$ cat src/rtl/sr_pulse_gen.sv
// rtl/sr_pulse_gen.sv - debounced set/clear pulse generator for a downstream SR flip-flop
module sr_pulse_gen #(
  parameter int DB_CYCLES  = 4,
  parameter int GAP_CYCLES = 2
) (
  input  logic clk,
  input  logic rst,
  input  logic set_in,
  input  logic clr_in,
  output logic s,
  output logic r,
  output logic busy,
  output logic conflict
);

  localparam int CW = (DB_CYCLES > 1) ? $clog2(DB_CYCLES) : 1;

  localparam logic [2:0] IDLE     = 3'd0;
  localparam logic [2:0] S_PULSE  = 3'd1;
  localparam logic [2:0] R_PULSE  = 3'd2;
  localparam logic [2:0] CONFLICT = 3'd3;
  localparam logic [2:0] GAP      = 3'd4;

  // Channel 0 is set, channel 1 is clear.
  logic [1:0]    raw;
  logic [1:0]    sync1;
  logic [1:0]    sync2;
  logic [1:0]    deb;
  logic [1:0]    deb_d;
  logic [CW-1:0] cnt [2];
  logic [1:0]    rise;

  logic [2:0] state;
  logic [2:0] state_nxt;
  logic [7:0] gap_cnt;

  assign raw  = {clr_in, set_in};
  assign rise = deb & ~deb_d;

  // Two-flop synchronizers, one per raw input.
  always_ff @(posedge clk) begin
    if (!rst) begin
      sync1 <= 2'b00;
      sync2 <= 2'b00;
    end else begin
      sync1 <= raw;
      sync2 <= sync1;
    end
  end

  // Debounce: a new level is accepted only after it has been stable DB_CYCLES cycles.
  always_ff @(posedge clk) begin
    if (!rst) begin
      deb   <= 2'b00;
      deb_d <= 2'b00;
      for (int i = 0; i < 2; i++) cnt[i] <= '0;
    end else begin
      deb_d <= deb;
      for (int i = 0; i < 2; i++) begin
        if (sync2[i] == deb[i]) begin
          cnt[i] <= '0;
        end else if (cnt[i] == CW'(DB_CYCLES - 1)) begin
          deb[i] <= sync2[i];
          cnt[i] <= '0;
        end else begin
          cnt[i] <= cnt[i] + 1'b1;
        end
      end
    end
  end

  // Next-state decode; rises seen outside IDLE are simply ignored.
  always_comb begin
    state_nxt = state;
    case (state)
      IDLE: begin
        if (rise[0] && rise[1])  state_nxt = CONFLICT;
        else if (rise[0])        state_nxt = S_PULSE;
        else if (rise[1])        state_nxt = R_PULSE;
      end
      S_PULSE, R_PULSE, CONFLICT: state_nxt = GAP;
      GAP: begin
        if (gap_cnt == 8'd0) state_nxt = IDLE;
      end
      default: state_nxt = IDLE;
    endcase
  end

  // State register and lockout down-counter, loaded on entry to GAP.
  always_ff @(posedge clk) begin
    if (!rst) begin
      state   <= IDLE;
      gap_cnt <= 8'd0;
    end else begin
      state <= state_nxt;
      if (state_nxt == GAP && state != GAP) begin
        gap_cnt <= 8'(GAP_CYCLES - 1);
      end else if (state == GAP && gap_cnt != 8'd0) begin
        gap_cnt <= gap_cnt - 8'd1;
      end
    end
  end

  // Outputs registered alongside the state so they decode the state being entered.
  always_ff @(posedge clk) begin
    if (!rst) begin
      s        <= 1'b0;
      r        <= 1'b0;
      busy     <= 1'b0;
      conflict <= 1'b0;
    end else begin
      s        <= (state_nxt == S_PULSE);
      r        <= (state_nxt == R_PULSE);
      busy     <= (state_nxt != IDLE);
      conflict <= (state_nxt == CONFLICT);
    end
  end

endmodule

$ cat config.mk
export PLATFORM = sky130hd
export DESIGN_NAME = sr_pulse_gen
export DESIGN_NICKNAME = d
export VERILOG_FILES = /design/src/rtl/sr_pulse_gen.sv
export SDC_FILE = /design/constraint.sdc
export NUM_CORES = 1
export LEC_CHECK = 0
export ABC_AREA = 1
export CAP_MARGIN = 20
export CORE_UTILIZATION = 39
export CTS_BUF_LIST = sky130_fd_sc_hd__clkbuf_16
export DETAILED_ROUTE_END_ITERATION = 12
export PLACE_DENSITY = 0.55
export SLEW_MARGIN = 20
export SYNTH_ARGS = -nofsm -noshare
export SYNTH_HDL_FRONTEND = slang
export SYNTH_SLANG_ARGS = --single-unit
export TNS_END_PERCENT = 20
$ cat constraint.sdc
create_clock -name clk -period 1.6 [get_ports clk]
set_input_delay 0.32 -clock clk [delete_from_list [all_inputs] [get_ports clk]]
set_output_delay 0.32 -clock clk [all_outputs]
set_load 0.02 [all_outputs]
==> key figures <==
Run status
  – Status: finished with violations
  – Failing checks: DRC

Logic synthesis
  – Syn avg cell area: 7.772 sq um
  – Synth top area share: 39.23%
  – Sequential fraction of the synthesis area: 49.47%
  – Cells after Synth: 151
  – Most area-consuming cells after synthesis: dfxtp_1, nand2_1, edfxtp_1
  – Cell Area, Synth: 1174 sq um
  – YS warnings: 0
  – Cell accounting for the most synthesized area: dfxtp_1
  – Yosys reg bits: 27
  – Cell variety after synth: 23

Layout
  – N_diodes: 0
  – Layout cell share with drive strength beyond 1: 11.38%
  – Most common cell after layout, fill and taps aside: nand2_1
  – Final core occ: 49.51%
  – Post-route design area: 1389 sq um
  – Fill count: 289
  – P&R area growth vs syn: 18.34%
  – Most frequent cells in the layout: nand2_1, inv_1, dfxtp_1
  – Nets: 175

GRT
  – Vias in the first global route: 822
  – Largest net degree at the start of global routing: 17
  – First-pass GRT wire length: 3339 microns
  – Overflow after GRT: 0
  – Total global-route track usage: 13.40%
  – Initial antenna violation count: 0

Detailed routing
  – Routed len/inst: 9.374 microns
  – Post-route ant nets: 0
  – Vias per std cell: 4.515
  – DRT Pass-1 Iters: 8
  – Total vias in the final route: 894
  – DRC Markers: 2
  – Final WL: 1856 microns
  – DRT iter0 DRCs: 33

Clock network
  – TritonCTS Buffers: 3
  – Post-CTS Hold Buffers: 0
  – Clock Pin Slew Worst Setup and Hold Paths: 0.07 ns
  – CTS tree: built
  – # H-tree levels: 1
  – Worst skew pair latency: 0.26 ns
  – Clock sinks: 27
  – CTS root buffer: clkbuf_16
  – Clock buffer depth: 2

Worst setup path
  – Worst r2r path cells: 8
  – Critical path class: reg -> out
  – Setup crit start kind: register
  – Critical path arrival: 1.16 ns
  – Kind of end point of the critical path: output port
  – WP buf/inv: 1
  – CP top delay family: buffers and inverters
  – Req. time, crit path: 1.28 ns
  – Worst Path Max Fanout: 1
  – Worst path max stage delay: 0.59 ns
  – Worst path depth: 1
  – Slowest cell on crit path: clkdlybuf4s50_1
  – CP Cell Sequence: clkdlybuf4s50_1

STA
  – Tmin final: 1.479 ns
  – Final hold vios: 0
  – Final slew viol count: 0
  – Crit share post-route: 92.42%
  – Unrepaired setup endpoints after global routing: false
  – Worst Clk Skew: 0.006686 ns
  – Fin Hold WS: 0.4095 ns
  – F_max: 676.3 MHz
  – Setup_tns: 0 ns
  – Endpoints failing setup: 0

Place
  – DP HPWL: 1376 microns
  – Routability cong.: 0.7292
  – PortBufs: 7
  – Placed inst area: 1282 sq um

Pwr
  – Maximum vdd drop: 0.5125 mV
  – Internal power: 0.001112 W
  – PD cells: 1029 nW/um^2
  – Net Switching: 0.0003168 W
  – Power Total: 0.001429 W
  – Logic pwr share: 9.8%
  – Clk pwr share: 39.2%
  – Sequential share of power: 51.0%
  – Switching fraction of total power: 22.17%
  – LEAKAGE: 0.6413 nW

Worst hold path
  – Hold Crit Depth: 2
  – Hold Crit Class: reg -> reg

Die
  – Starting Density: 41.84%
  – Rows: 19
  – Core Area: 2805 sq um
  – DIE WIDTH: 56.86 microns
  – Die area: 3232 sq um
  – I/O Pins: 8
  – Die H: 56.86 microns

Run
  – Max-Cap Viols: 0
==> cells by family after synthesis <==
family	synth area share, %
other cells	0.3195
simple gates	26.12
fa+ha+maj	3.199
flops	49.47
xor+xnor	1.493
buf+inv	10.23
compound gates	9.168
==> through the flow <==
step | std cells | worst slack [ns]
4_1_cts | 195 | 0.06388
2_1_floorplan | 154 | 0.3012
3_5_place_dp | 191 | 0.08718
6_report | 198 | 0.1213
5_1_grt | 198 | 0.03412
3_3_place_gp | 191 | 0.1113
==> sequential cells by signal, summed over array words and instances, names as in the netlist <==
register	count
busy	1
deb_d	2
r	1
state	3
sync2	2
cnt	4
sync1	2
gap_cnt	8
deb	2
conflict	1
s	1
==> repair_timing <==
| item | 4_1_cts | 5_1_grt |
|---|---|---|
| setup endpoints to repair | 0 | 7 |
| setup buffers | 0 | 2 |
| resized for setup | 0 | 1 |
==> synth_stat cells <==
master / instances
o21ai_2: 2
nor3b_2: 1
ha_1: 3
nor2_2: 2
dfxtp_1: 23
edfxtp_1: 4
nand4_1: 3
o21ai_0: 6
a21oi_1: 11
nor3_1: 1
nand2_2: 2
xnor2_1: 2
or2_0: 1
nand3_1: 2
nor2_1: 19
buf_4: 1
nand2_1: 36
o21ai_1: 1
inv_1: 26
inv_2: 1
buf_6: 1
nor2_4: 2
conb_1: 1
==> power groups by stage <==
| stage | Clock, W | Combinational (W) | Sequential, W |
|---|---|---|---|
| 2_1_floorplan | 0 | 0.0000955 | 0.000747 |
| 3_3_place_gp | 0 | 0.000134 | 0.000744 |
| 6_report | 0.000561 | 0.000139 | 0.000729 |
| 5_1_grt | 0.000603 | 0.000159 | 0.000732 |
| 3_5_place_dp | 0 | 0.000136 | 0.000745 |
| 4_1_cts | 0.000575 | 0.000136 | 0.000729 |
==> path summary, 6_finish.rpt <==
kind / startpoint / to / slack, ns
hold reg to reg: sync1[1] / sync2[1] / 0.41
setup reg to reg: gap_cnt[0] / busy / 0.16
hold / removal: sync1[1] / sync2[1] / 0.41
setup / recovery: r / r / 0.12
==> per-layer routing <==
metal / wire length (microns) / global-route usage [%] / vias to the layer above / part of all wire [%]
met5: 0 / 0 / - / 0
met4: 28 / 6.272 / 0 / 1.5
met3: 63 / 3.456 / 4 / 3.4
met2: 862 / 21.26 / 15 / 46
met1: 901 / 16.98 / 382 / 49
li1: - / - / 493 / -
==> layout make-up <==
type,instances,area [sq um],area share (%)
sequential,27,580.6,41.80
clock inverter,1,7.507,0.5405
multi-input combinational,99,493.0,35.50
inverter,27,101.3,7.297
timing repair buffer,10,92.59,6.667
clock buffer,3,75.07,5.405
tap,31,38.79,2.793
No activity file was read; power rests on OpenSTA's default activity.
